**config.mk**
```make
export PLATFORM = sky130hd
export DESIGN_NAME = path_tracer
export DESIGN_NICKNAME = d
export VERILOG_FILES = /design/src/rtl/path_tracer.sv
export SDC_FILE = /design/constraint.sdc
export NUM_CORES = 1
export LEC_CHECK = 0
export CAP_MARGIN = 0
export CORE_ASPECT_RATIO = 0.6
export CORE_MARGIN = 2
export CORE_UTILIZATION = 30
export DETAILED_ROUTE_END_ITERATION = 7
export SLEW_MARGIN = 5
export SYNTH_ARGS = -nofsm -noshare
export SYNTH_HDL_FRONTEND = slang
export SYNTH_SLANG_ARGS = --single-unit
```
**constraint.sdc**
```tcl
create_clock -name clk -period 3 [get_ports clk]
set_clock_uncertainty 0.15 [all_clocks]
set_input_delay 0.75 -clock clk [delete_from_list [all_inputs] [get_ports clk]]
set_output_delay 0.75 -clock clk [all_outputs]
set_load 0.02 [all_outputs]
```
**src/rtl/path_tracer.sv**
```systemverilog
// Drains the maze path store after the solver finishes and turns each pair of
// consecutive locations into a move direction on a valid/ready stream.
module path_tracer #(
  parameter int unsigned COORD_W = 4,
  parameter int unsigned CNT_W   = 8
) (
  input  logic                 clk,
  input  logic                 rst,
  input  logic                 start_i,
  input  logic                 emp_i,
  input  logic [2*COORD_W-1:0] loc_i,
  output logic                 pop_o,
  output logic                 run_o,
  output logic [1:0]           dir_o,
  output logic                 dir_valid_o,
  input  logic                 dir_ready_i,
  output logic [CNT_W-1:0]     len_o,
  output logic                 busy_o,
  output logic                 finish_o,
  output logic                 err_o
);

  localparam int unsigned LOC_W = 2 * COORD_W;
  localparam int unsigned EXT_W = COORD_W + 1;

  typedef enum logic [2:0] {
    S_IDLE,
    S_ARM,
    S_CHECK,
    S_POP,
    S_LATCH,
    S_EMIT,
    S_DONE,
    S_ERR
  } stateT;

  stateT              state;
  stateT              stateNext;
  logic [LOC_W-1:0]   prevLoc;
  logic [LOC_W-1:0]   prevNext;
  logic               haveFirst;
  logic               firstNext;
  logic [1:0]         dirNext;
  logic [CNT_W-1:0]   lenNext;
  logic               errNext;

  logic [COORD_W-1:0] xCur;
  logic [COORD_W-1:0] yCur;
  logic [COORD_W-1:0] xPrev;
  logic [COORD_W-1:0] yPrev;
  logic               xUp;
  logic               xDown;
  logic               yUp;
  logic               yDown;
  logic               stepOk;
  logic [1:0]         stepDir;

  // Adjacency: compare in one extra bit so 15->0 never looks like +1.
  always_comb begin
    xCur    = loc_i[LOC_W-1:COORD_W];
    yCur    = loc_i[COORD_W-1:0];
    xPrev   = prevLoc[LOC_W-1:COORD_W];
    yPrev   = prevLoc[COORD_W-1:0];
    xUp     = (EXT_W'(xCur) == EXT_W'(xPrev) + EXT_W'(1));
    xDown   = (EXT_W'(xCur) + EXT_W'(1) == EXT_W'(xPrev));
    yUp     = (EXT_W'(yCur) == EXT_W'(yPrev) + EXT_W'(1));
    yDown   = (EXT_W'(yCur) + EXT_W'(1) == EXT_W'(yPrev));
    stepOk  = ((xUp || xDown) && (yCur == yPrev)) ||
              ((yUp || yDown) && (xCur == xPrev));
    if (xUp) begin
      stepDir = 2'b00;
    end else if (xDown) begin
      stepDir = 2'b01;
    end else if (yUp) begin
      stepDir = 2'b10;
    end else begin
      stepDir = 2'b11;
    end
  end

  // Next-state and next-value logic for the drain sequence.
  always_comb begin
    stateNext = state;
    prevNext  = prevLoc;
    firstNext = haveFirst;
    dirNext   = dir_o;
    lenNext   = len_o;
    errNext   = err_o;
    case (state)
      S_IDLE, S_DONE, S_ERR: begin
        if (start_i) begin
          stateNext = S_ARM;
          lenNext   = '0;
          errNext   = 1'b0;
          firstNext = 1'b0;
        end
      end
      S_ARM:   stateNext = S_CHECK;
      S_CHECK: stateNext = emp_i ? S_DONE : S_POP;
      S_POP:   stateNext = S_LATCH;
      S_LATCH: begin
        if (!haveFirst) begin
          prevNext  = loc_i;
          firstNext = 1'b1;
          stateNext = S_CHECK;
        end else if (!stepOk) begin
          errNext   = 1'b1;
          stateNext = S_ERR;
        end else begin
          dirNext   = stepDir;
          prevNext  = loc_i;
          stateNext = S_EMIT;
        end
      end
      S_EMIT: begin
        if (dir_ready_i) begin
          if (len_o != {CNT_W{1'b1}}) begin
            lenNext = len_o + CNT_W'(1);
          end
          stateNext = S_CHECK;
        end
      end
      default: stateNext = S_IDLE;
    endcase
  end

  // State and registered outputs; outputs are decoded from the next state.
  always_ff @(posedge clk or posedge rst) begin
    if (rst) begin
      state       <= S_IDLE;
      prevLoc     <= '0;
      haveFirst   <= 1'b0;
      pop_o       <= 1'b0;
      run_o       <= 1'b0;
      dir_o       <= 2'b00;
      dir_valid_o <= 1'b0;
      len_o       <= '0;
      busy_o      <= 1'b0;
      finish_o    <= 1'b0;
      err_o       <= 1'b0;
    end else begin
      state       <= stateNext;
      prevLoc     <= prevNext;
      haveFirst   <= firstNext;
      pop_o       <= (stateNext == S_POP);
      run_o       <= (stateNext == S_POP);
      dir_o       <= dirNext;
      dir_valid_o <= (stateNext == S_EMIT);
      len_o       <= lenNext;
      busy_o      <= !((stateNext == S_IDLE) || (stateNext == S_DONE) ||
                       (stateNext == S_ERR));
      finish_o    <= (stateNext == S_DONE) && (state != S_DONE);
      err_o       <= errNext;
    end
  end

endmodule
```
# --- Yosys cells after proc, flatten, opt, wreduce, memory -nomap -nowiden ---
# Cells that the tools add are included.
totals:
  regBits: 27
  input_bits: 13
classes:
  n_addsub: 5
  eq_ne: 25
  n_mux: 20
  n_reduce_logical: 19
op_table:
  columns: ["operator", "count"]
  rows:
  - ["8-bit two-way mux", 5]
  - ["3-bit == test, second input constant", 7]
  - ["4-bit by 1-bit adder with 5-bit output, second input constant", 4]
  - ["3-bit one-hot mux with 6 select lines", 1]
  - ["8-bit one-hot mux with 2 select lines", 1]
  - ["3-bit two-way mux", 4]
  - ["4-bit by 5-bit == test with 1-bit output", 2]
  - ["5-bit by 4-bit == test with 1-bit output", 2]
  - ["2-bit inequality test, second input constant", 5]
  - ["3-bit by 2-bit == test with 1-bit output, second input constant", 3]
  - ["8-bit by 1-bit adder with 8-bit output, second input constant", 1]
  - ["4-bit == test", 2]
  - ["8-bit inequality test, second input constant", 1]
  - ["4-bit AND reduction", 2]
  - ["3-bit logical NOT", 2]
  - ["2-bit two-way mux", 3]
  - ["1-bit logical OR", 5]
  - ["1-bit two-way mux", 4]
  - ["1-bit one-hot mux with 2 select lines", 2]
  - ["2-bit AND reduction", 2]
  - ["2-bit nonzero test", 2]
  - ["3-bit by 1-bit == test with 1-bit output, second input constant", 1]
  - ["1-bit logical AND", 3]
  - ["3-bit inequality test, second input constant", 1]
  - ["other kinds (4)", 4]

# --- Longest topological paths before layout ---
logic_depth:
  word_depth: 12
  ltp_mapped: 7
  mapped_depth_nobuf: 7

# --- Least setup slack after synthesis ---
# Ideal clock, no wire load.
synth_path:
  path_kind: "in2reg"
  from: "input port loc_i[4]"
  to: "register prevLoc[0]"
  setup_ps: 125
  arrival_ps: 2385
  slack_ps: 341
  path_stages: 7
  n_path_buf: 0
  path_cell_list: "ha_1 > or3b_1 > nand3_1 > o2111ai_2 > a2111oi_4 > o31ai_4 > mux2_2"
synth_via:
  elab_chain_cells: 7
  elab_cells_between_ends: 10
  classes_between: "add/sub (1); eq/ne (4); reduce/logical (5)"
synth_lines:
  columns: ["element", "line_no", "source"]
  rows:
  - ["start: declaration", "11", "input logic [2*COORD_W-1:0] loc_i,"]
  - ["4-bit by 1-bit adder with 5-bit output", "65", "xDown = (EXT_W'(xCur) + EXT_W'(1) == EXT_W'(xPrev));"]
  - ["5-bit by 4-bit == test with 1-bit output", "65", null]
  - ["1-bit logical OR", "68", "stepOk = ((xUp || xDown) && (yCur == yPrev)) ||"]
  - ["1-bit logical AND", "68", null]
  - ["1-bit logical OR *", "68", null]
  - ["2-bit by 1-bit inequality test with 1-bit output (no line) *", null, null]
  - ["2-bit AND reduction (no line) *", null, null]
  - ["end signal: assignment", "143", "prevLoc <= prevNext;"]
  - ["end: declaration", "39", "logic [LOC_W-1:0] prevLoc;"]
# Mark *: on every way between the ends. The rest lies on a longest branch, timed or not.
# A chain may end at the register's enable or synchronous reset.

# --- Final worst setup path ---
layout_path:
  from: "input port loc_i[7]"
  to: "register dir_o[0]"
layout_via:
  elab_chain_cells: 6
  elab_cells_between_ends: 11
  classes_between: "add/sub (1); eq/ne (3); mux (2); reduce/logical (5)"
layout_lines:
  columns: ["element", "line_no", "source"]
  rows:
  - ["4-bit by 1-bit adder with 5-bit output", "65", null]
  - ["5-bit by 4-bit == test with 1-bit output", "65", null]
  - ["1-bit logical OR", "68", null]
  - ["1-bit logical AND", "68", null]
  - ["1-bit logical OR", "68", null]
  - ["3-bit AND reduction (no line)", null, null]
  - ["end signal: assignment", "147", "dir_o <= dirNext;"]
  - ["end: declaration", "14", "output logic [1:0] dir_o,"]
# Several ways; a longest one is shown, not always the timed one.

==> run_results.csv <==
group,metric,value,unit
synthesis,synth_area_per_cell,10.1,um^2
synthesis,synth-seq-cells,27,
placement,io_buffers,28,
detailed_routing,via_per_inst,4.57,
min_path,whs_path_depth,1,
detailed_routing,routed_wl,3.60,mm
cells_and_area,final_cell_mix,"dfrtp_1, clkdlybuf4s50_1, buf_4, xor2_1, nor2_1",
clock_network,clk_latency,0.27,ns
cells_and_area,fin_util,41.4,%
detailed_routing,first_pass_iters,4,
global_routing,grt_use_met2,15.5,%
synthesis,synth_top_cell_by_area,"dfrtp_1",
sta,fmax,352,MHz
worst_setup_path,cp.arrival,2.86,ns
synthesis,syn-instance-count,172,
detailed_routing,wl_per_cell,12.0,um
clock_network,cts_sinks,27,
job,cap_violations,0,
clock_network,cts_buffers,3,
detailed_routing,num_vias,1367,
synthesis,syn_area,1740,um^2
clock_network,clk_pin_slew,0.09,ns
clock_network,post_cts_buffers,0,
min_path,hold_path_class,"reg2reg",
pwr,power_density,822,nW/um^2
worst_setup_path,crit_required,3.02,ns
cells_and_area,final_common_cell,"dfrtp_1",
detailed_routing,ant_nets,0,
sta,finalHoldViolCount,0,
synthesis,yosysUniqueCellTypes,48,
sta,final_max_slew_viol_count,0,
pwr,ir_drop,258,uV
global_routing,grt.overflow.total,0,
placement,hpwl,2.70,mm
synthesis,synth_flop_cell,"dfrtp_1",
sta,min_period,2.84,ns
synthesis,seq_area_frac_synth,38.8,%
global_routing,grt_start_max_net_pins,28,
pwr,p_int,0.00113,W
worst_setup_path,r2r.worst_path.cells,8,
die,die_x,102,um
min_path,min_to,"dir_o[1]",
synthesis,synth_top_cell_area_share,38.8,%
synthesis,yosys_warnings,0,
die,core,5600,um^2
worst_setup_path,r2r-end,"dir_o[0]",
clock_network,cts-htree-levels,1,
cells_and_area,final_area,2320,um^2
pwr,clkPwrFrac,11.1,%
run_status,status,"finished clean",
synthesis,synth_edf_count,0,
cells_and_area,diodes,0,
pwr,pwr-share-seq,35.8,%
worst_setup_path,ff2ff_setup_slack,0.42,ns
cells_and_area,fill_cells,554,
detailed_routing,dr.first_iter.drc_count,70,
clock_network,cts_tree,"built",
global_routing,antenna_found_initial,0,
worst_setup_path,path_class,"in2reg",
cells_and_area,final_layout_size_suffix_gt1_share,21.0,%
die,io_pins,29,
sta,min_period_over_period,94.7,%
sta,tns,0,ns
die,die-area,6460,um^2
global_routing,use_met3,3.36,%
sta,rsz0062_at_grt,"false",
pwr,switching_share,40.6,%
sta,timing.slew.headroom,65.3,%
die,start_util,31.1,%
worst_setup_path,cp_max_fo,3,
sta,worst_pin_slew,0.516,ns
die,rows,21,
clock_network,cts.path.max_buffers,2,
global_routing,grt_pass1_wl,6.18,mm
synthesis,ys_top_cells_by_area,"dfrtp_1, xnor2_1, xor2_1",
pwr,leakagePower,0.969,nW
worst_setup_path,endpoint_kind,"flip-flop",
cells_and_area,fin_nets,238,
worst_setup_path,rr_startpoint,"prevLoc[5]",
placement,dpl-instance-area,2270,um^2
detailed_routing,drc,0,
global_routing,use_met1,19.6,%
global_routing,track_usage,12.0,%
die,die_height,63.0,um
worst_setup_path,cp-start-kind,"input pin",
global_routing,grt.busiest_layer,"met1",
pwr,p_comb_share,53.1,%
pwr,p_sw,0.000774,W
cells_and_area,area_delta_synth_final,33.1,%
sta,setup_violations,0,
synthesis,async_flop_share,100,%
synthesis,syn_nets,190,
clock_network,clockRootBuffer,"clkbuf_8",
min_path,hold_start,"dir_o[1]",
placement,gp_congestion,0.749,
global_routing,first_global_vias,1293,
-- worst max path at each step --
stage	startpoint	endpoint	slack (ns)	depth (start not counted)
2_1_floorplan	loc_i[4]	prevLoc[0]	0.34	7
3_3_place_gp	loc_i[4]	state[1]	-0.25	9
3_5_place_dp	loc_i[4]	state[1]	-0.31	9
4_1_cts	loc_i[7]	dir_o[0]	0.01	8
5_1_grt	loc_i[6]	dir_o[0]	0.02	8
6_report	loc_i[7]	dir_o[0]	0.16	8
-- repair_timing --
item / 4_1_cts / 5_1_grt
hold endpoints to repair: 0 / 0
gates resized for setup: 3 / 1
hold buffers: 0 / 0
pin swaps: 3 / 1
setup endpoints to repair: 3 / 12
-- power groups by stage --
stage | Sequential [W] | Combinational (W) | Clock (W)
floorplan | 0.000624 | 0.000740 | 0
global placement | 0.000682 | 0.00100 | 0
detailed placement | 0.000684 | 0.00101 | 0
CTS | 0.000678 | 0.00102 | 0.000225
global route | 0.000714 | 0.00112 | 0.000237
finish | 0.000682 | 0.00101 | 0.000213
-- layer usage --
metal,vias up,routed length (um)
li1,713,-
met1,622,2090
met2,30,1350
met3,2,149
met4,0,13
met5,-,0
-- cell usage after synthesis, types with 2 or more instances --
| library cell | count |
|---|---|
| dfrtp_1 | 27 |
| nor2_1 | 13 |
| xnor2_1 | 13 |
| xor2_1 | 13 |
| mux2_2 | 10 |
| nand2_1 | 8 |
| nand3_1 | 7 |
| clkbuf_1 | 6 |
| inv_1 | 6 |
| o21ai_0 | 6 |
| a21oi_1 | 5 |
| ha_1 | 5 |
| nand4_1 | 5 |
| nand3b_1 | 4 |
| nor3b_1 | 4 |
| nor3_1 | 3 |
| and2_1 | 2 |
| mux2i_1 | 2 |
| nand2b_1 | 2 |
| o22a_1 | 2 |
| o22ai_1 | 2 |
-- state kept, by name (all words and copies together), names as in the netlist --
register	cells
dir_o	2
err_o	1
run_o	1
prevLoc	8
state	3
haveFirst	1
len_o	8
busy_o	1
dir_valid_o	1
finish_o	1
-- kinds of logic (layout without fill, tap and decap cells) --
| kind of cell | after synthesis | in the layout | share of synthesized area, % |
|---|---|---|---|
| and+or+nand+nor | 55 | 55 | 17.0 |
| AOI/OAI and AO/OA | 33 | 33 | 16.3 |
| DFF | 27 | 27 | 38.8 |
| xor gates and xnor gates | 26 | 26 | 13.1 |
| buffers and inverters | 14 | 61 | 3.66 |
| muxes | 12 | 12 | 7.61 |
| adders and majority gates | 5 | 5 | 3.59 |
-- cell type report --
class | instances | area, um^2 | area share, %
Inverter | 6 | 22.5 | 0.971
Tap cell | 80 | 100 | 4.32
Timing Repair Buffer | 51 | 463 | 20.0
Multi-Input combinational cell | 131 | 1010 | 43.7
Clock buffer | 4 | 45.0 | 1.94
Sequential cell | 27 | 676 | 29.1
-- worst max-delay path: stages --
cell and delay (ns):
clkdlybuf4s50_1 0.48, xnor2_2 0.28, xnor2_1 0.17, o2111ai_2 0.20, a2111oi_4 0.41, buf_4 0.19
o21bai_1 0.09, mux2_2 0.28
-- metrics by stage --
step / hold slack [ns] / total power [W] / std cells / worst slack [ns]
5_1_grt: 0.393 / 0.00207 / 299 / 0.0244
3_3_place_gp: 0.354 / 0.00168 / 295 / -0.254
2_1_floorplan: 0.365 / 0.00136 / 172 / 0.341
4_1_cts: 0.376 / 0.00192 / 299 / 0.0136
3_5_place_dp: 0.354 / 0.00169 / 295 / -0.314
6_report: 0.369 / 0.00191 / 299 / 0.160
No activity file was read; power rests on OpenSTA's default activity.
